--- src/rtl/ceyloniac_mem_pkg.sv ---
// Shared encodings and default widths for the ceyloniac RAM arbiter.
package ceyloniac_mem_pkg;

  localparam int unsigned RAM_DATA_WIDTH_DEF = 32;
  localparam int unsigned RAM_ADDR_WIDTH_DEF = 16;

  typedef enum logic {
    ST_IDLE   = 1'b0,
    ST_ACCESS = 1'b1
  } arb_state_e;

  localparam logic REQ_FETCH = 1'b0;
  localparam logic REQ_DATA  = 1'b1;

endpackage

--- src/rtl/ceyloniac_rr_arb2.sv ---
// Two-way round-robin grant; remembers the last winner so ties alternate.
module ceyloniac_rr_arb2
  import ceyloniac_mem_pkg::*;
(
  input  logic clk,
  input  logic reset_n,
  input  logic req0,
  input  logic req1,
  output logic gnt_valid_c,
  output logic gnt_id_c
);

  logic last_grant_q, last_grant_d;

  // Every valid grant is taken by the sequencer, so history advances on any grant.
  always_comb begin
    gnt_valid_c  = req0 | req1;
    gnt_id_c     = REQ_FETCH;
    last_grant_d = last_grant_q;
    if (req0 && req1) begin
      gnt_id_c = ~last_grant_q;
    end else if (req1) begin
      gnt_id_c = REQ_DATA;
    end
    if (gnt_valid_c) begin
      last_grant_d = gnt_id_c;
    end
  end

  always_ff @(posedge clk or negedge reset_n) begin
    if (!reset_n) begin
      last_grant_q <= REQ_DATA;
    end else begin
      last_grant_q <= last_grant_d;
    end
  end

endmodule

--- src/rtl/ceyloniac_ram_arbiter.sv ---
// Shares one single-port RAM between fetch and data requesters: one-cycle
// registered ACCESS per grant, read capture and one-cycle ack on its closing edge.
module ceyloniac_ram_arbiter
  import ceyloniac_mem_pkg::*;
#(
  parameter int unsigned RAM_DATA_WIDTH = RAM_DATA_WIDTH_DEF,
  parameter int unsigned RAM_ADDR_WIDTH = RAM_ADDR_WIDTH_DEF
) (
  input  logic                      clk,
  input  logic                      reset_n,
  input  logic                      req0,
  input  logic [RAM_ADDR_WIDTH-1:0] addr0,
  input  logic                      we0,
  input  logic [RAM_DATA_WIDTH-1:0] wdata0,
  output logic                      ack0,
  output logic [RAM_DATA_WIDTH-1:0] rdata0,
  input  logic                      req1,
  input  logic [RAM_ADDR_WIDTH-1:0] addr1,
  input  logic                      we1,
  input  logic [RAM_DATA_WIDTH-1:0] wdata1,
  output logic                      ack1,
  output logic [RAM_DATA_WIDTH-1:0] rdata1,
  output logic                      ram_enable,
  output logic                      ram_read_enable,
  output logic                      ram_write_enable,
  output logic [RAM_ADDR_WIDTH-1:0] ram_addr,
  output logic [RAM_DATA_WIDTH-1:0] ram_write_data,
  input  logic [RAM_DATA_WIDTH-1:0] ram_read_data
);

  arb_state_e                state_q, state_d;
  logic                      served_q, served_d;
  logic                      ram_enable_q, ram_enable_d;
  logic                      ram_read_enable_q, ram_read_enable_d;
  logic                      ram_write_enable_q, ram_write_enable_d;
  logic [RAM_ADDR_WIDTH-1:0] ram_addr_q, ram_addr_d;
  logic [RAM_DATA_WIDTH-1:0] ram_write_data_q, ram_write_data_d;
  logic                      ack0_q, ack0_d;
  logic                      ack1_q, ack1_d;
  logic [RAM_DATA_WIDTH-1:0] rdata0_q, rdata0_d;
  logic [RAM_DATA_WIDTH-1:0] rdata1_q, rdata1_d;

  logic req0_elig_c, req1_elig_c;
  logic gnt_valid_c, gnt_id_c;

  // The port in service still holds req until it sees its ack; keep it out of arbitration.
  assign req0_elig_c = req0 & ~((state_q == ST_ACCESS) & (served_q == REQ_FETCH));
  assign req1_elig_c = req1 & ~((state_q == ST_ACCESS) & (served_q == REQ_DATA));

  ceyloniac_rr_arb2 u_arb (
    .clk         (clk),
    .reset_n     (reset_n),
    .req0        (req0_elig_c),
    .req1        (req1_elig_c),
    .gnt_valid_c (gnt_valid_c),
    .gnt_id_c    (gnt_id_c)
  );

  always_comb begin
    state_d            = state_q;
    served_d           = served_q;
    ram_enable_d       = 1'b0;
    ram_read_enable_d  = 1'b0;
    ram_write_enable_d = 1'b0;
    ram_addr_d         = ram_addr_q;
    ram_write_data_d   = ram_write_data_q;
    ack0_d             = 1'b0;
    ack1_d             = 1'b0;
    rdata0_d           = rdata0_q;
    rdata1_d           = rdata1_q;

    // Close the access in flight: ack the served port, capture read data.
    if (state_q == ST_ACCESS) begin
      if (served_q == REQ_FETCH) begin
        ack0_d = 1'b1;
        if (ram_read_enable_q) begin
          rdata0_d = ram_read_data;
        end
      end else begin
        ack1_d = 1'b1;
        if (ram_read_enable_q) begin
          rdata1_d = ram_read_data;
        end
      end
    end

    if (gnt_valid_c) begin
      state_d      = ST_ACCESS;
      served_d     = gnt_id_c;
      ram_enable_d = 1'b1;
      if (gnt_id_c == REQ_DATA) begin
        ram_addr_d         = addr1;
        ram_write_data_d   = wdata1;
        ram_write_enable_d = we1;
        ram_read_enable_d  = ~we1;
      end else begin
        ram_addr_d         = addr0;
        ram_write_data_d   = wdata0;
        ram_write_enable_d = we0;
        ram_read_enable_d  = ~we0;
      end
    end else begin
      state_d = ST_IDLE;
    end
  end

  always_ff @(posedge clk or negedge reset_n) begin
    if (!reset_n) begin
      state_q            <= ST_IDLE;
      served_q           <= REQ_FETCH;
      ram_enable_q       <= 1'b0;
      ram_read_enable_q  <= 1'b0;
      ram_write_enable_q <= 1'b0;
      ram_addr_q         <= '0;
      ram_write_data_q   <= '0;
      ack0_q             <= 1'b0;
      ack1_q             <= 1'b0;
      rdata0_q           <= '0;
      rdata1_q           <= '0;
    end else begin
      state_q            <= state_d;
      served_q           <= served_d;
      ram_enable_q       <= ram_enable_d;
      ram_read_enable_q  <= ram_read_enable_d;
      ram_write_enable_q <= ram_write_enable_d;
      ram_addr_q         <= ram_addr_d;
      ram_write_data_q   <= ram_write_data_d;
      ack0_q             <= ack0_d;
      ack1_q             <= ack1_d;
      rdata0_q           <= rdata0_d;
      rdata1_q           <= rdata1_d;
    end
  end

  assign ack0             = ack0_q;
  assign ack1             = ack1_q;
  assign rdata0           = rdata0_q;
  assign rdata1           = rdata1_q;
  assign ram_enable       = ram_enable_q;
  assign ram_read_enable  = ram_read_enable_q;
  assign ram_write_enable = ram_write_enable_q;
  assign ram_addr         = ram_addr_q;
  assign ram_write_data   = ram_write_data_q;

endmodule

--- config.mk ---
export PLATFORM = sky130hd
export DESIGN_NAME = ceyloniac_ram_arbiter
export DESIGN_NICKNAME = d
export VERILOG_FILES = /design/src/rtl/ceyloniac_mem_pkg.sv /design/src/rtl/ceyloniac_rr_arb2.sv /design/src/rtl/ceyloniac_ram_arbiter.sv
export SDC_FILE = /design/constraint.sdc
export NUM_CORES = 1
export LEC_CHECK = 0
export BUFFER_PORTS_ARGS = -buffer_cell sky130_fd_sc_hd__buf_2
export CORE_MARGIN = 5
export CORE_UTILIZATION = 40
export CTS_BUF_LIST = sky130_fd_sc_hd__clkbuf_16
export DETAILED_ROUTE_END_ITERATION = 8
export GPL_ROUTABILITY_DRIVEN = 0
export GPL_TIMING_DRIVEN = 0
export PLACE_DENSITY = 0.72
export SYNTH_ARGS = -nofsm -noshare
export SYNTH_HDL_FRONTEND = slang
export SYNTH_SLANG_ARGS = --single-unit
--- constraint.sdc ---
create_clock -name clk -period 4.4 [get_ports clk]
set_input_delay 0.44 -clock clk [delete_from_list [all_inputs] [get_ports clk]]
set_output_delay 0.44 -clock clk [all_outputs]
set_load 0.02 [all_outputs]
==> impl_metrics.py, run 1 <==
metrics = {
    "status": {
        "status": "finished, final reports clean",
    },
    "setup_path": {
        "cp_data_arrival_time_ns": 2.00,
        "end_kind": "flip-flop",
        "crit_type": "reg -> reg",
        "crit_path_max_fanout": 10,
        "cp_data_required_time_ns": 4.68,
        "path_cells": "nand2_1 -> o211a_2 -> clkbuf_1 -> and2_1 -> a221o_1",
        "critical-path-top-delay-family": "compound AO/OA/AOI/OAI gates",
        "cp.buffers_inverters": 1,
        "crit_path_top_delay_cell": "dfstp_2",
        "start_kind": "flip-flop",
        "max_stage_delay_ns": 0.55,
    },
    "grt": {
        "grt_use_total_pct": 18.8,
        "grt_overflow": 0,
        "grt_max_degree": 65,
        "antenna_found_initial": 0,
        "grt_pass1_vias": 4062,
        "grt_pass1_wl_um": 20700,
    },
    "pwr": {
        "power.density_nw_per_um2": 710,
        "peakVddDrop_mv": 0.258,
        "p_leak_nw": 3.38,
        "power_mw": 4.78,
    },
    "layout": {
        "ff_latch_area_sq_um": 2980,
        "fillCellCount": 959,
        "final_cells": 746,
        "fin_util_pct": 58.4,
        "post-route-cell-area_sq_um": 6730,
        "n_antenna_cell": 0,
        "multiInputGateArea_sq_um": 1620,
        "final_nets": 726,
        "area_growth_syn_to_layout_pct": 42.4,
        "drive_gt1_share_pct": 57.9,
    },
    "clock_network": {
        "cts_tree": "built",
        "cts_max_level": 4,
        "hold_buffers": 0,
        "insertion_delay_ns": 0.40,
        "clock-sinks": 119,
        "clock_path_buffers": 2,
        "post_cts_buffers": 0,
        "clk_pin_slew_ns": 0.05,
        "cts_buffers": 17,
        "post_cts_resized": 0,
        "cts_root_buffer": "clkbuf_16",
    },
    "timing": {
        "finalSetupViolCount": 0,
        "fin_hold_ws_ns": 0.0981,
        "finClkSkew_ns": 0.00708,
        "fin_ws_ns": 2.68,
        "tightestPinTransition_ns": 0.716,
        "period_share_pct": 39.1,
        "drv_slew": 0,
        "rsz0062_at_grt": "false",
        "clock.fmax_ghz": 0.582,
        "slew_headroom_pct": 52.3,
        "fin_crit_ns": 1.72,
        "setup_tns_ns": 0,
        "hold_viol": 0,
    },
    "floorplan": {
        "die_h_um": 119,
        "core_area_sq_um": 11500,
        "placementRows": 39,
        "die_w_um": 119,
        "start_util_pct": 41.0,
        "ios": 251,
        "die_area_sq_um": 14100,
    },
    "drt": {
        "drt_pass1_iterations": 4,
        "drtIter0Drc": 120,
        "drc": 0,
        "finalWirelength_um": 13200,
        "vias": 3730,
        "via_per_inst": 5.00,
        "wl_per_cell_um": 17.7,
        "ant_nets": 0,
    },
    "min_path": {
        "hp-class": "in -> async",
    },
    "synthesis": {
        "avgSynthCellArea_sq_um": 14.7,
        "synthesis.nets": 456,
        "ys_async_sr_fraction_pct": 100,
        "ys_ff_latch": 119,
        "synth_area_sq_um": 4730,
        "ys.flop_type": "dfrtp_1",
        "synth-edff-count": 0,
        "seq_area_frac_synth_pct": 63.0,
        "syn_inst": 322,
        "yosysUniqueCellTypes": 26,
        "ys_warn_count": 0,
    },
    "placed_design": {
        "port_buffers": 250,
        "pre_cts_ws_ns": 2.62,
        "placed_area_sq_um": 6190,
        "dp.cells": 716,
        "dp.final_hpwl_um": 10300,
    },
    "job": {
        "cap_violations": 0,
    },
}
[cells in the mapped netlist, types with 2 or more instances]
| cell type | instances | area share [%] |
|---|---|---|
| a221o_1 | 47 | 10 |
| and2_0 | 3 | 0.40 |
| and2_1 | 44 | 5.8 |
| buf_2 | 13 | 1.4 |
| buf_6 | 3 | 0.71 |
| clkbuf_1 | 4 | 0.32 |
| dfrtp_1 | 118 | 62 |
| inv_1 | 3 | 0.24 |
| mux2_1 | 13 | 3.1 |
| mux2_2 | 51 | 12 |
| nand2_1 | 6 | 0.48 |
| nor2_1 | 2 | 0.16 |
| nor2b_1 | 2 | 0.26 |
[report_power, final]
part	internal, mW	total [mW]	switching (mW)
Sequential	1.54	1.77	0.227
Clock	0.810	1.27	0.455
Combinational	0.717	1.75	1.03
[state kept, by name, summed over array words and instances, names as in the netlist]
signal,count
served_q,1
rdata1,32
ram_write_data,32
ack1,1
ack0,1
ram_read_enable,1
u_arb.last_grant_q,1
ram_addr,16
rdata0,32
ram_enable,1
ram_write_enable,1
[worst paths after layout]
| path | startpoint | endpoint | slack (ns) | cells after the start |
|---|---|---|---|---|
| worst max-delay path | u_arb.last_grant_q$_DFFE_PN1P_ | ram_write_data[9]$_DFFE_PN0P_ | 2.68 | 5 |
| worst min-delay path | reset_n | rdata0[7]$_DFFE_PN0P_ | 0.1 | 1 |
| worst max register to register | u_arb.last_grant_q$_DFFE_PN1P_ | ram_write_data[9]$_DFFE_PN0P_ | 2.68 | 5 |
| worst min register to register | rdata1[10]$_DFFE_PN0P_ | rdata1[10]$_DFFE_PN0P_ | 0.48 | 1 |
| max in group asynchronous | reset_n | rdata0[28]$_DFFE_PN0P_ | 3.56 | 2 |
| min in group clk | addr0[0] | ram_addr[0]$_DFFE_PN0P_ | 0.27 | 2 |
[kinds of logic after synthesis]
logic type,count (synthesis),synth area share [%]
DFF,119,63.0
and+or+nand+nor,60,7.54
muxes,65,15.5
buffers and inverters,24,2.81
AOI/OAI and AO/OA,54,11.2
[cells in the final DEF (no fill, tap or decap), drive strengths merged, types with 2 or more instances in the layout]
cell type	synthesis	routed
a21oi	2	2
a221o	47	47
and2	47	47
buf	17	268
bufinv	0	2
clkbuf	4	21
clkinv	0	7
clkinvlp	0	3
dfrtp	118	118
inv	3	4
mux2	64	64
nand2	6	6
nor2	3	3
nor2b	2	2
[layout make-up]
type,instances,area share [%]
clock inverters,13,1.73
flip-flops and latches,119,44.3
multi-input cells,179,24.0
plain buffers,21,1.80
clock buffers,17,6.32
repair buffers,251,19.0
inverters,3,0.167
well taps,143,2.66
[metal layers]
layer / part of all wire [%] / wire (um) / up-vias / track usage, %
met5: 0 / 0 / - / 0
met4: 1.5 / 201 / 0 / 6.88
met3: 8.6 / 1130 / 18 / 6.92
met2: 51 / 6690 / 175 / 32.0
met1: 39 / 5160 / 1807 / 21.6
li1: - / - / 1730 / -
No activity file was read; power rests on OpenSTA's default activity.
==> run 2: changes to the inputs <==
==> constraint.sdc (replaced) <==
create_clock -name clk -period 1.8 [get_ports clk]
set_input_delay 0.18 -clock clk [delete_from_list [all_inputs] [get_ports clk]]
set_output_delay 0.18 -clock clk [all_outputs]
set_load 0.02 [all_outputs]
==> run 2 against run 1 <==
Via count increased by 4.3%. Total power increased by 150%. Clock skew about the same. Flip-flop and latch count unchanged. Die area unchanged. Final area increased by 5.7%. Register-to-register slack got worse by 2.6 ns. Maximum frequency decreased by 0.48%. Core utilization increased by 3.3 points. Critical path depth unchanged. Clock power increased by 140%. Critical path type unchanged. Largest cell class unchanged.
==> impl_metrics.py, run 2 (synthesis results as in run 1) <==
metrics = {
    "clock_network": {
        "clk_pin_slew_ns": 0.05,
        "post_cts_buffers": 0,
        "insertion_delay_ns": 0.40,
        "clock-sinks": 119,
        "cts_max_level": 4,
        "cts_root_buffer": "clkbuf_16",
        "clock_path_buffers": 2,
        "cts_buffers": 17,
        "cts_tree": "built",
    },
    "setup_path": {
        "ff2ff_path_depth": 5,
        "end_kind": "flip-flop",
        "crit_type": "reg -> reg",
        "crit_path_max_fanout": 10,
        "reg2reg_to": "ram_write_data[9]$_DFFE_PN0P_",
        "rrSetupSlack_ns": 0.07,
        "start_kind": "flip-flop",
        "reg2reg_from": "u_arb.last_grant_q$_DFFE_PN1P_",
        "cp_data_required_time_ns": 2.08,
        "cp_data_arrival_time_ns": 2.01,
    },
    "drt": {
        "via_per_inst": 4.97,
        "drt_pass1_iterations": 4,
        "drc": 0,
        "ant_nets": 0,
        "wl_per_cell_um": 17.3,
        "finalWirelength_um": 13600,
        "vias": 3889,
        "drtIter0Drc": 114,
    },
    "layout": {
        "fin_util_pct": 61.7,
        "area_growth_syn_to_layout_pct": 50.4,
        "n_antenna_cell": 0,
        "final_cells": 783,
        "final_nets": 763,
        "final_common_cell": "buf_2",
        "final_cell_mix": "buf_2, dfrtp_1, mux2_2, a221o_1, and2_1",
        "drive_gt1_share_pct": 54.5,
    },
    "job": {
        "cap_violations": 0,
    },
    "pwr": {
        "p_leak_nw": 3.54,
        "power.density_nw_per_um2": 1660,
        "peakVddDrop_mv": 0.605,
    },
    "floorplan": {
        "die_h_um": 119,
        "die_area_sq_um": 14100,
        "placementRows": 39,
        "ios": 251,
        "start_util_pct": 41.0,
        "core_area_sq_um": 11500,
        "die_w_um": 119,
    },
    "timing": {
        "clock.fmax_ghz": 0.579,
        "finalSetupViolCount": 0,
        "finClkSkew_ns": 0.00687,
        "drv_slew": 0,
        "tightestPinTransition_ns": 0.717,
        "fin_ws_ns": 0.0727,
        "period_share_pct": 96.0,
        "rsz0062_at_grt": "true",
        "hold_viol": 0,
        "fin_crit_ns": 1.73,
        "slew_headroom_pct": 52.2,
    },
    "grt": {
        "grt_pass1_wl_um": 21400,
        "grt_max_degree": 65,
        "grt_overflow": 0,
        "grt_pass1_vias": 4243,
        "antenna_found_initial": 0,
        "grt_use_total_pct": 19.3,
    },
    "placed_design": {
        "dp.cells": 716,
        "port_buffers": 250,
        "dp.final_hpwl_um": 10300,
        "pre_cts_ws_ns": 0.0198,
    },
    "min_path": {
        "hp-class": "in -> reg",
        "min_path_cells": 2,
        "whs_endpoint": "ram_write_data[19]$_DFFE_PN0P_",
        "hp-start": "wdata0[19]",
    },
    "status": {
        "status": "finished, final reports clean",
    },
}
[run 2: changes by cell type in the layout (fill, tap and decap cells not counted)]
cell and delta:
dlygate4sd3_1 +37, clkbuf_4 +3, buf_2 -4, buf_4 +1
[run 2: repair_timing]
item	CTS	global route
endpoints found under the setup margin	0	55
hold buffers	37	0
hold endpoints to repair	90	0
resized for setup	0	5
[run 2: worst max-delay path: stages, from the launching register on]
cell and delay (ns):
dfstp_2 0.55, nand2_1 0.06, o211a_2 0.31, clkbuf_1 0.21
and2_1 0.21, a221o_1 0.26
[run 2: layout make-up]
cell class              instances  area (sq um)
plain buffers                  21           131
clock buffers                  17           425
clock inverters                13           116
fillers                       897          4410
inverters                       3          11.3
multi-input cells             179          1620
flip-flops and latches        119          2980
well taps                     143           179
repair buffers                288          1650
[run 2: through the flow]
| stage | setup TNS (ns) | area, sq um | power, mW | hold slack, ns |
|---|---|---|---|---|
| floorplan | 0 | 4730 | 6.95 | -0.116 |
| global placement | -89.97 | 6160 | 8.56 | 0.405 |
| detailed placement | 0 | 6190 | 8.70 | 0.278 |
| CTS | 0 | 7100 | 11.9 | 0.000783 |
| global route | -0.174 | 7110 | 12.4 | 0.00487 |
| finish | 0 | 7110 | 11.8 | 0.0119 |
[run 2: power by group]
| group | internal, mW | leakage, nW | switching [mW] |
|---|---|---|---|
| registers | 3.77 | 1.41 | 0.557 |
| clock network | 1.98 | 0.262 | 1.12 |
| logic | 1.81 | 1.87 | 2.54 |
[run 2: metal layers]
layer / global-route usage (%) / wire [um] / vias up
met4: 8.04 / 286 / 0
met2: 33.2 / 6940 / 184
met5: 0 / 0 / -
met3: 7.07 / 1150 / 23
li1: - / - / 1805
met1: 21.8 / 5210 / 1877
[run 2: how the worst max path moves through the flow]
stage               slack, ns                        endpoint                           start  cells after the start
CTS                     0.004           rdata1[0]$_DFFE_PN0P_            ram_enable$_DFF_PN0_                      5
global route            -0.02          rdata0[19]$_DFFE_PN0P_            ram_enable$_DFF_PN0_                      4
global placement        -0.77  ram_write_data[13]$_DFFE_PN0P_                         reset_n                      1
detailed placement       0.02           rdata1[5]$_DFFE_PN0P_            ram_enable$_DFF_PN0_                      5
floorplan                0.25  ram_write_data[16]$_DFFE_PN0P_            ram_enable$_DFF_PN0_                      6
finish                   0.07   ram_write_data[9]$_DFFE_PN0P_  u_arb.last_grant_q$_DFFE_PN1P_                      5
